File: src/rtl/uart_host_bridge.sv
// rtl/uart_host_bridge.sv - byte-stream to simpleuart register-interface bridge
// Ports: clk, resetn (async, active-low)
//        tx_valid/tx_data/tx_ready   : byte stream into the TX FIFO
//        rx_valid/rx_data/rx_ready   : show-ahead byte stream out of the RX FIFO
//        cfg_div_valid/cfg_div       : divider reprogram request
//        tx_level/rx_level           : FIFO occupancies
//        reg_div_*, reg_dat_*        : simpleuart register initiator
module uart_host_bridge #(
    parameter int DIVIDER    = 48,
    parameter int FIFO_DEPTH = 8,
    localparam int L         = $clog2(FIFO_DEPTH) + 1
) (
    input  logic         clk,
    input  logic         resetn,
    input  logic         tx_valid,
    input  logic [7:0]   tx_data,
    output logic         tx_ready,
    output logic         rx_valid,
    output logic [7:0]   rx_data,
    input  logic         rx_ready,
    input  logic         cfg_div_valid,
    input  logic [31:0]  cfg_div,
    output logic [L-1:0] tx_level,
    output logic [L-1:0] rx_level,
    output logic [3:0]   reg_div_we,
    output logic [31:0]  reg_div_di,
    output logic         reg_dat_we,
    output logic         reg_dat_re,
    output logic [31:0]  reg_dat_di,
    input  logic [31:0]  reg_dat_do,
    input  logic         reg_dat_wait
);
    localparam int           AW       = $clog2(FIFO_DEPTH);
    localparam logic [L-1:0] FULL_LVL = L'(FIFO_DEPTH);

    typedef enum logic [1:0] {S_INIT, S_IDLE, S_WRITE, S_READ} state_t;

    state_t        r_state;
    logic          r_cfg_pending;
    logic [31:0]   r_pending_div;

    logic [7:0]    r_tx_mem [FIFO_DEPTH];
    logic [AW-1:0] r_tx_wptr;
    logic [AW-1:0] r_tx_rptr;
    logic [L-1:0]  r_tx_level;

    logic [7:0]    r_rx_mem [FIFO_DEPTH];
    logic [AW-1:0] r_rx_wptr;
    logic [AW-1:0] r_rx_rptr;
    logic [L-1:0]  r_rx_level;

    logic w_tx_full;
    logic w_tx_empty;
    logic w_tx_push;
    logic w_tx_pop;
    logic w_rx_full;
    logic w_rx_empty;
    logic w_rx_push;
    logic w_rx_pop;
    logic w_rx_avail;

    assign w_tx_full  = (r_tx_level == FULL_LVL);
    assign w_tx_empty = (r_tx_level == '0);
    assign w_rx_full  = (r_rx_level == FULL_LVL);
    assign w_rx_empty = (r_rx_level == '0);

    // Full is judged on the pre-edge level, so a push into a full FIFO is
    // dropped even when the same edge pops an entry.
    assign w_tx_push  = tx_valid && !w_tx_full;
    // The write strobe is high throughout WRITE, so acceptance is just !wait.
    assign w_tx_pop   = (r_state == S_WRITE) && !reg_dat_wait;
    assign w_rx_push  = (r_state == S_READ) && !w_rx_full;
    assign w_rx_pop   = rx_ready && !w_rx_empty;
    assign w_rx_avail = (reg_dat_do != 32'hFFFF_FFFF);

    // Level is 0 while in reset, so gate with resetn to keep tx_ready low there.
    assign tx_ready = resetn && !w_tx_full;
    assign rx_valid = !w_rx_empty;
    assign rx_data  = r_rx_mem[r_rx_rptr];
    assign tx_level = r_tx_level;
    assign rx_level = r_rx_level;

    always_ff @(posedge clk) begin
        if (w_tx_push) begin
            r_tx_mem[r_tx_wptr] <= tx_data;
        end
        if (w_rx_push) begin
            r_rx_mem[r_rx_wptr] <= reg_dat_do[7:0];
        end
    end

    always_ff @(posedge clk or negedge resetn) begin
        if (!resetn) begin
            r_tx_wptr  <= '0;
            r_tx_rptr  <= '0;
            r_tx_level <= '0;
        end else begin
            if (w_tx_push) begin
                r_tx_wptr <= r_tx_wptr + 1'b1;
            end
            if (w_tx_pop) begin
                r_tx_rptr <= r_tx_rptr + 1'b1;
            end
            if (w_tx_push && !w_tx_pop) begin
                r_tx_level <= r_tx_level + 1'b1;
            end else if (!w_tx_push && w_tx_pop) begin
                r_tx_level <= r_tx_level - 1'b1;
            end
        end
    end

    always_ff @(posedge clk or negedge resetn) begin
        if (!resetn) begin
            r_rx_wptr  <= '0;
            r_rx_rptr  <= '0;
            r_rx_level <= '0;
        end else begin
            if (w_rx_push) begin
                r_rx_wptr <= r_rx_wptr + 1'b1;
            end
            if (w_rx_pop) begin
                r_rx_rptr <= r_rx_rptr + 1'b1;
            end
            if (w_rx_push && !w_rx_pop) begin
                r_rx_level <= r_rx_level + 1'b1;
            end else if (!w_rx_push && w_rx_pop) begin
                r_rx_level <= r_rx_level - 1'b1;
            end
        end
    end

    // Outputs are registered on the edge that enters a state, so each strobe
    // is visible for exactly the cycles the FSM spends in that state. INIT's
    // divider write therefore shows up during the following IDLE cycle.
    always_ff @(posedge clk or negedge resetn) begin
        if (!resetn) begin
            r_state       <= S_INIT;
            r_cfg_pending <= 1'b0;
            r_pending_div <= 32'(DIVIDER);
            reg_div_we    <= 4'h0;
            reg_div_di    <= 32'h0;
            reg_dat_we    <= 1'b0;
            reg_dat_re    <= 1'b0;
            reg_dat_di    <= 32'h0;
        end else begin
            reg_div_we <= 4'h0;
            reg_dat_re <= 1'b0;
            case (r_state)
                S_INIT: begin
                    reg_div_we    <= 4'hF;
                    reg_div_di    <= r_pending_div;
                    r_cfg_pending <= 1'b0;
                    r_state       <= S_IDLE;
                end
                S_IDLE: begin
                    // RX first: the UART holds only one received byte.
                    if (r_cfg_pending) begin
                        r_state <= S_INIT;
                    end else if (w_rx_avail && !w_rx_full) begin
                        reg_dat_re <= 1'b1;
                        r_state    <= S_READ;
                    end else if (!w_tx_empty) begin
                        reg_dat_we <= 1'b1;
                        reg_dat_di <= {24'h0, r_tx_mem[r_tx_rptr]};
                        r_state    <= S_WRITE;
                    end
                end
                S_WRITE: begin
                    if (!reg_dat_wait) begin
                        reg_dat_we <= 1'b0;
                        r_state    <= S_IDLE;
                    end
                end
                S_READ: begin
                    r_state <= S_IDLE;
                end
                default: begin
                    r_state <= S_INIT;
                end
            endcase
            // A request arriving on the INIT edge stays pending for the next round.
            if (cfg_div_valid) begin
                r_cfg_pending <= 1'b1;
                r_pending_div <= cfg_div;
            end
        end
    end
endmodule

File: config.mk
export PLATFORM = sky130hd
export DESIGN_NAME = uart_host_bridge
export DESIGN_NICKNAME = d
export VERILOG_FILES = /design/src/rtl/uart_host_bridge.sv
export SDC_FILE = /design/constraint.sdc
export NUM_CORES = 1
export LEC_CHECK = 0
export BUFFER_PORTS_ARGS = -buffer_cell sky130_fd_sc_hd__buf_2
export CAP_MARGIN = 20
export CORE_MARGIN = 8
export CORE_UTILIZATION = 31
export DETAILED_ROUTE_END_ITERATION = 8
export SLEW_MARGIN = 20
export SYNTH_ARGS = -nofsm -noshare
export SYNTH_HDL_FRONTEND = slang
export SYNTH_SLANG_ARGS = --single-unit
File: constraint.sdc
create_clock -name clk -period 2.6 [get_ports clk]
set_clock_uncertainty 0.1 [all_clocks]
set_input_delay 0.13 -clock clk [delete_from_list [all_inputs] [get_ports clk]]
set_output_delay 0.13 -clock clk [all_outputs]
set_load 0.005 [all_outputs]
**Word level (Yosys, flattened, before mapping)**

Memory sizes are Yosys's and may differ from the RTL's. A register that Yosys moved wholly into a read port is not among the register bits.
Index checks and enable logic that the tools add are counted.

- $add $sub $neg: 8
- Multipliers: 0
- Div/mod/pow operators: 0
- Magnitude comparators: 0
- Equal/unequal tests: 11
- Shift-type cells: 0
- Multiplexer cells: 24
- Bitwise logic cells: 3
- Reductions and logical operators: 30

Operator list:

| kind | number |
|---|---|
| != test 32 bit, second input constant | 1 |
| two-way mux 4 bit | 5 |
| two-way mux 1 bit | 13 |
| adder 3 x 1 -> 3 bit, second input constant | 4 |
| logical AND 1 bit | 10 |
| logical NOT 1 bit | 9 |
| adder 4 x 1 -> 4 bit, second input constant | 2 |
| == test 4 bit, second input constant | 2 |
| logical NOT 4 bit | 2 |
| two-way mux 2 bit | 4 |
| != test 2 bit, second input constant | 4 |
| nonzero test 2 bit | 4 |
| subtractor 4 x 1 -> 4 bit, second input constant | 2 |
| one-hot mux 2 bit (3 select lines) | 1 |
| AND reduction 5 bit | 1 |
| == test 2 bit, second input constant | 2 |
| != test 4 bit, second input constant | 1 |
| AND reduction 4 bit | 1 |
| inverter 1 bit | 3 |
| == test 2 x 1 -> 1 bit, second input constant | 1 |
| logical NOT 2 bit | 1 |
| one-hot mux 1 bit (2 select lines) | 1 |
| AND reduction 2 bit | 1 |
| OR reduction 2 bit | 1 |

- Bits in registers: 93
- Latch bits: 0
- Bits in writable memories: 128
- Memory bits (read-only): 0
- Bits of input ports: 78
- Output and inout port bits: 88
- Word-level logic and storage cells: 91
- Memories kept: 2

Memory list:

| memory | words | bits a word | read ports | clocked after Yosys merged registers in | write ports | line | source |
|---|---|---|---|---|---|---|---|
| r_rx_mem | 8 | 8 | 1 | 0 | 1 | 47 | `logic [7:0] r_rx_mem [FIFO_DEPTH];` |
| r_tx_mem | 8 | 8 | 1 | 1 | 1 | 42 | `logic [7:0] r_tx_mem [FIFO_DEPTH];` |

**Logic depth before layout (Yosys ltp)**

Gate-level depths: netlist of run 1.

- Depth after elaboration: 7
- Gate-level depth with buffers: 12
- Gate-level depth less buffers: 11

**Worst setup path after synthesis of run 1**

No wires, ideal clock.

- Kind: register -> register
- Start: register r_rx_level[0], in the netlist rx_level[0]
- End: register r_rx_level[3], in the netlist rx_level[3]
- Library setup time: 125 ps
- Arrival time: 2278 ps
- Required time: 2375 ps
- Path slack: 96 ps
- Cell stages (with the launch flop): 13
- Path buffers: 1
- Period minus slack after synthesis: 2504 ps
- Path through: dfrtp_1 nor3_1 nand2_1 and3_1 clkbuf_1 ha_1 inv_1 ha_1 a21o_1 a21oi_1 xnor2_1 nor2_1 xor2_1

- Cells in the longest elaborated chain, start to end: 6
- Elaborated cells between the ends (all ways): 15
- Classes of those cells: add/sub (2); eq/ne (1); mux (2); reduce/logical (10)

Ends and longest elaborated chain:

| element | line | source |
|---|---|---|
| from (decl) | 50 | `logic [L-1:0] r_rx_level;` |
| from (signal assigned) | 125 | `r_rx_level <= r_rx_level + 1'b1;` |
| from (signal assigned) | 127 | `r_rx_level <= r_rx_level - 1'b1;` |
| == test 4 bit * | 64 | `assign w_rx_full = (r_rx_level == FULL_LVL);` |
| logical NOT 1 bit * | 72 | `assign w_rx_push = (r_state == S_READ) && !w_rx_full;` |
| logical AND 1 bit * | 72 |  |
| named net w_rx_push | 58 | `logic w_rx_push;` |
| logical NOT 1 bit | 126 | `end else if (!w_rx_push && w_rx_pop) begin` |
| logical AND 1 bit | 126 |  |
| nonzero test 2 bit (no line) | n/a |  |

The timed path passes the listed nets; every way through them passes the cells marked *. The select of a mux whose other input is x is not followed.
A chain may end at the register's enable or synchronous reset.

**Final worst setup path of run 1**

- Start: register r_rx_rptr[1]
- End: output rx_data[6]

- Cells in the longest elaborated chain, start to end: 1

Ends and longest elaborated chain:

| element | line | source |
|---|---|---|
| from (decl) | 49 | `logic [AW-1:0] r_rx_rptr;` |
| from (signal assigned) | 122 | `r_rx_rptr <= r_rx_rptr + 1'b1;` |
| memory (8 x 8 bit) | n/a |  |
| to (decl) | 19 | `output logic [7:0] rx_data,` |

No other way between the ends.

==> impl_metrics.csv, run 1 <==
group,metric,value,unit
critical_path,crit_chain,"mux4_2, mux2_2, buf_2",
critical_path,cp.arrival,2.20,ns
routing,top_layer,"met5",
sta,setup-tns-final,0,ns
logic_synthesis,synth.distinct_cells,34,
logic_synthesis,netlist_area,9090,sq um
logic_synthesis,synth_area_leader_cell,"edfxtp_1",
clocking,cts_buffers,26,
global_route,grt_pass1_vias,5648,
critical_path,crit_buf_inv,1,
hold_path,min-delay-path-class,"in -> reg",
critical_path,crit_required,2.37,ns
die,die_w,187,microns
clocking,clk_latency,0.53,ns
critical_path,max_stage_delay,0.85,ns
clocking,post_cts_buffers,0,
sta,clock.fmax,411,MHz
critical_path,r2r_setup_slack,0.17,ns
critical_path,worst-path-max-fanout,18,
logic_synthesis,yosysMostFrequentCell,"edfxtp_1",
logic_synthesis,yosysSeqAreaShare,0.693,
critical_path,crit_start,"r_rx_rptr[1]",
sta,slew_headroom,0.350,
routing,ant_nets,0,
layout,drive_above_1_share,0.448,
critical_path,crit_end,"rx_data[6]",
power,ir_drop,483,uV
logic_synthesis,async_flop_share,0.434,
routing,wl_per_cell,17.5,microns
routing,drtIter0Drc,222,
routing,wirelength,20100,microns
placement,gp_congestion,0.729,
logic_synthesis,synth_common_cells,"128 x edfxtp_1, 96 x dfrtp_1, 93 x mux2_2, 32 x mux4_2, 27 x buf_4",
status,status,"complete, no violations",
critical_path,end_kind,"output pin",
logic_synthesis,synth_edf_count,128,
die,dieArea,35100,sq um
die,fp.dieH,187,microns
die,start_util,0.316,
logic_synthesis,synth_area_per_cell,17.8,sq um
critical_path,reg2reg_to,"rx_level[3]",
layout,multi_input_area,2600,sq um
critical_path,critPathSlowestCell,"dfrtp_1",
routing,dr.pass1.iters,4,
layout,diodes,0,
routing,via_count,5062,
routing,vias_per_cell,4.43,
logic_synthesis,syn_inst,510,
routing,route.met2.wl,10400,microns
sta,period_needed,2.43,ns
sta,fin_crit_sh,0.936,
die,core,28800,sq um
global_route,grt_use_total,0.115,
global_route,antenna_found_initial,2,
global_route,globalRouteOverflowTotal,0,
routing,drc,0,
die,ios,166,
placement,hpwlAfterDp,13200,microns
power,total_power,12.1,mW
critical_path,startpoint_type,"flip-flop",
sta,final_hold_viol_count,0,
clocking,clock_path_buffers,3,
power,p_leak,4.58,nW
critical_path,r2r_start,"rx_level[2]",
placement,portBuffers,141,
routing,drt-met1-wl,8050,microns
sta,setup_viol,0,
layout,area.sequential,6300,sq um
sta,slew_viol_final,0,
clocking,cts_root_buf,"clkbuf_16",
clocking,cts_tree,"yes",
layout,post-route-util,0.405,
critical_path,ff2ff_path_depth,11,
routing,dr_wl_met3,1070,microns
power,power_density,1040,nW/um^2
logic_synthesis,synthTopCellsByArea,"edfxtp_1 42%, dfrtp_1 26%, mux2_2 12%, mux4_2 7.9%, buf_4 2.2%",
global_route,grt_max_degree,54,
flow_run,max-cap-violations,0,
logic_synthesis,ys_seq_elements,226,
layout,fin_nets,830,
global_route,grt_pass1_wl,32400,microns
critical_path,critPathKind,"reg -> out",
logic_synthesis,synth_top_area_frac,0.423,
critical_path,path_delay_family,"flip-flops",
layout,area_growth_syn_to_layout,28.1,%
layout,fillers,2643,
sta,rsz0062_at_grt,"false",
clocking,cts.sinks,226,
hold_path,min_from,"reg_dat_do[25]",
clocking,clk_pin_slew_worst_paths,0.06,ns
die,rows,62,
clocking,h-tree-depth,1,
critical_path,path_depth,3,
sta,worst_pin_slew,0.972,ns
logic_synthesis,synth_warnings,0,
logic_synthesis,ys.flop_type,"edfxtp_1",
==> placed cells by master (no fill, tap or decap), drive strengths merged, types with 2 or more instances in the layout <==
cell	Yosys	layout
a21o	3	3
a21oi	2	2
and2	2	2
buf	32	173
clkbuf	14	32
clkinv	0	11
clkinvlp	0	3
conb	1	24
dfrtp	96	96
dfstp	2	2
dlygate4sd3	0	52
edfxtp	128	128
fa	2	2
ha	10	10
inv	3	3
mux2	93	93
mux4	32	32
nand2	16	16
nand2b	10	10
nand4	8	8
nor2	20	20
nor3	6	6
nor3b	2	2
o21ai	4	4
or4	2	2
xnor2	12	12
xor2	4	4
==> registers in the layout (all words and copies together) (netlist names), 2 cells and up <==
register and flops:
r_tx_mem 64, rx_level 4, r_tx_rptr 3, r_rx_rptr 3
r_rx_mem 64, tx_level 4, r_rx_wptr 3, reg_dat_di 8
r_tx_wptr 3, r_state 2, r_pending_div 32, reg_div_di 32
==> logic make-up after synthesis <==
kind of cell,count (synthesis),share of synthesized area
xor+xnor,16,0.0154
other cells,1,0.000412
simple gates,70,0.0391
flops,226,0.693
buf+inv,49,0.0319
compound gates,11,0.00784
mux,125,0.194
fa+ha+maj,12,0.0182
==> power breakdown <==
group	internal [mW]	switching, mW	leakage (nW)
Clock	1.94	1.39	0.376
Combinational	2.07	1.63	1.88
Sequential	4.60	0.493	2.32
==> repair_timing <==
| item | in CTS | in global routing |
|---|---|---|
| setup endpoints to repair | 0 | 1 |
| hold buffers | 52 | 0 |
| gates resized for setup | 0 | 1 |
| endpoints found under the hold margin | 264 | 0 |
==> layer usage <==
| metal | global-route usage | vias up |
|---|---|---|
| met5 | 0 | - |
| met1 | 0.135 | 2568 |
| met2 | 0.203 | 120 |
| met3 | 0.0302 | 40 |
| met4 | 0.0318 | 2 |
| li1 | - | 2332 |
==> worst min path at each step <==
| stage | to | slack, ns | cells after the start |
|---|---|---|---|
| after floorplan | r_cfg_pending | -0.27 | 0 |
| after global placement | r_pending_div[28] | 0.26 | 2 |
| after detailed placement | r_pending_div[18] | 0.26 | 2 |
| after CTS | reg_dat_re | 0.07 | 5 |
| after global routing | reg_dat_re | 0.09 | 5 |
| final | reg_dat_re | 0.07 | 5 |
==> per-stage QoR <==
step	setup WS, ns	cell area, sq um	std cells	hold slack, ns
finish	0.166	11600	1143	0.0679
global placement	0.155	10300	1044	0.262
global route	0.00331	11600	1143	0.0944
floorplan	0.0965	9180	533	-0.266
CTS	0.100	11600	1143	0.0747
detailed placement	0.111	10300	1044	0.265
==> tightest hold or removal path: stages <==
cell     delay, ns
buf_2         0.09
nand4_1       0.05
or4_1         0.15
o21ai_2       0.10
nor2_1        0.10
==> cell type report <==
cell class	instances	area share
clock inverter	15	0.00967
inverter	3	0.000967
multi-input combinational	258	0.223
tap	384	0.0413
timing repair buffer	225	0.126
sequential	226	0.541
clock buffer	32	0.0578
(Power assumes the default switching activity.)
==> run 2, diff against run 1 <==
==> constraint.sdc (replaced) <==
create_clock -name clk -period 2.37 [get_ports clk]
set_clock_uncertainty 0.1 [all_clocks]
set_input_delay 0.1185 -clock clk [delete_from_list [all_inputs] [get_ports clk]]
set_output_delay 0.1185 -clock clk [all_outputs]
set_load 0.005 [all_outputs]
==> run 2 against run 1 <==
  * Sequential cell count unchanged
  * Clock-buffer cell count down 2
  * Worst setup slack lost 0.060 ns
  * Power grew 16%
  * Register-to-register slack got worse by 0.05 ns
  * Highest routed layer is now met4
  * Largest power group unchanged
==> impl_metrics.csv, run 2 (synthesized netlist as in run 1, its figures left out) <==
group,metric,value,unit
status,status,"complete, no violations",
routing,vias_per_cell,4.37,
power,p_sw_frac,0.286,
hold_path,min-delay-path-class,"in -> reg",
sta,worst_pin_slew,0.996,ns
routing,drtIter0Drc,236,
layout,area_growth_syn_to_layout,30.6,%
power,seq_power_share,0.400,
routing,wirelength,20500,microns
sta,rsz0062_at_grt,"false",
routing,ant_nets,0,
die,dieArea,35100,sq um
die,fp.dieH,187,microns
clocking,cts_root_buf,"clkbuf_16",
die,rows,62,
flow_run,max-cap-violations,0,
layout,final_cell_mix,"140 x buf_2, 128 x edfxtp_1, 93 x mux2_2, 93 x dfrtp_1, 53 x dlygate4sd3_1",
layout,diodes,0,
layout,fin_nets,833,
hold_path,min_from,"cfg_div_valid",
sta,slew_viol_final,0,
clocking,clock_path_buffers,3,
die,start_util,0.316,
critical_path,worst-path-max-fanout,9,
layout,drive_above_1_share,0.476,
layout,post-route-util,0.413,
power,p_comb_frac,0.299,
critical_path,startpoint_type,"flip-flop",
critical_path,cp.arrival,2.04,ns
power,power_density,1180,nW/um^2
global_route,grt_pass1_vias,5647,
power,total_power,14.1,mW
critical_path,end_kind,"output pin",
layout,reg_top3,"r_rx_mem x64, r_tx_mem x64",
global_route,grt_max_degree,55,
hold_path,min_to,"r_cfg_pending",
placement,hpwlAfterDp,13500,microns
power,p_leak,4.66,nW
critical_path,crit_chain,"buf_4, mux4_2, mux2_2, buf_2",
clocking,h-tree-depth,1,
power,ir_drop,476,uV
critical_path,max_stage_delay,0.53,ns
global_route,globalRouteOverflowTotal,0,
sta,clock.fmax,442,MHz
critical_path,reg2reg_to,"rx_level[3]",
die,die_w,187,microns
clocking,clk_pin_slew_worst_paths,0.06,ns
clocking,cts.sinks,226,
global_route,antenna_found_initial,0,
die,ios,166,
layout,fillers,2625,
sta,period_needed,2.26,ns
placement,portBuffers,141,
hold_path,holdPathStages,3,
placement,gp_congestion,0.732,
critical_path,critPathKind,"reg -> out",
critical_path,critPathSlowestCell,"mux4_2",
routing,wl_per_cell,17.9,microns
global_route,grt_use_total,0.117,
routing,dr.pass1.iters,4,
clocking,cts_tree,"yes",
power,p_sw,4.02,mW
power,power.share.clock,0.301,
critical_path,r2r_start,"rx_level[2]",
layout,final_common_cell,"buf_2",
routing,drc,0,
sta,final_hold_viol_count,0,
die,core,28800,sq um
sta,setup_viol,0,
clocking,cts_buffers,26,
global_route,grt_pass1_wl,32600,microns
critical_path,r2r_setup_slack,0.12,ns
sta,fin_crit_sh,0.955,
critical_path,crit_required,2.15,ns
sta,slew_headroom,0.334,
power,intPower,10.0,mW
clocking,clk_latency,0.52,ns
routing,via_count,5012,
critical_path,ff2ff_path_depth,11,
## run 2: cell count changes in the layout (fill, tap and decap cells not counted), moves of 3 or more
cell / previous run / this run
dfrtp_2: 0 / 3
clkbuf_1: 6 / 3
bufinv_16: 1 / 5
dfrtp_1: 96 / 93
## run 2: power groups by stage
stage	clock network (mW)	registers, mW	logic [mW]
after detailed placement	0	5.68	4.18
after floorplan	0	5.57	2.60
after CTS	4.33	5.62	4.27
final	4.23	5.62	4.20
after global routing	4.50	5.75	4.65
after global placement	0	5.65	4.11
## run 2: repair_timing
action,in CTS,in global routing
hold buffers,53,0
hold endpoints to repair,264,0
setup buffers,0,3
gates resized for setup,3,9
setup endpoints to repair,9,17
gates cloned,0,0
pin swaps,1,5
## run 2: worst max-delay path by stage
| stage | end | start | slack (ns) | cells after the start |
|---|---|---|---|---|
| final | rx_data[5] | r_rx_rptr[0] | 0.11 | 4 |
| after detailed placement | rx_level[3] | rx_level[2] | -0.001 | 11 |
| after floorplan | rx_level[3] | rx_level[1] | 0.01 | 12 |
| after CTS | rx_level[3] | rx_level[0] | 0.02 | 11 |
| after global routing | tx_level[3] | tx_level[2] | 0.004 | 11 |
| after global placement | rx_level[3] | rx_level[2] | 0.07 | 11 |
## run 2: through the flow
stage	area (sq um)	hold WS [ns]	instances	worst slack, ns	setup TNS (ns)
final	11900	0.117	1147	0.107	0
after global routing	11900	0.156	1147	0.00436	0
after CTS	11800	0.107	1144	0.0242	0
after detailed placement	10400	-0.0769	1043	-0.00131	-0.00131
after global placement	10400	-0.0782	1043	0.0653	0
after floorplan	9190	-0.277	533	0.0135	0
## run 2: critical path: cells and delay by family, from the launching register on
kind / cells / cell delay (ns)
buf+inv: 2 / 0.35
flops: 1 / 0.34
mux: 2 / 0.83
## run 2: layout make-up
type                            instances  area, sq um  area share
Sequential cell                       226         6300       0.531
Timing Repair Buffer                  228         1520       0.128
Clock inverter                         18          228      0.0192
Tap cell                              384          480      0.0405
Inverter                                3         11.3    0.000948
Clock buffer                           30          687      0.0578
Multi-Input combinational cell        258         2650       0.223
## run 2: layer usage
layer | up-vias | wire [microns] | GRT usage
li1 | 2344 | - | -
met1 | 2520 | 8490 | 0.140
met2 | 117 | 10400 | 0.204
met3 | 31 | 1020 | 0.0285
met4 | 0 | 570 | 0.0363
met5 | - | 0 | 0
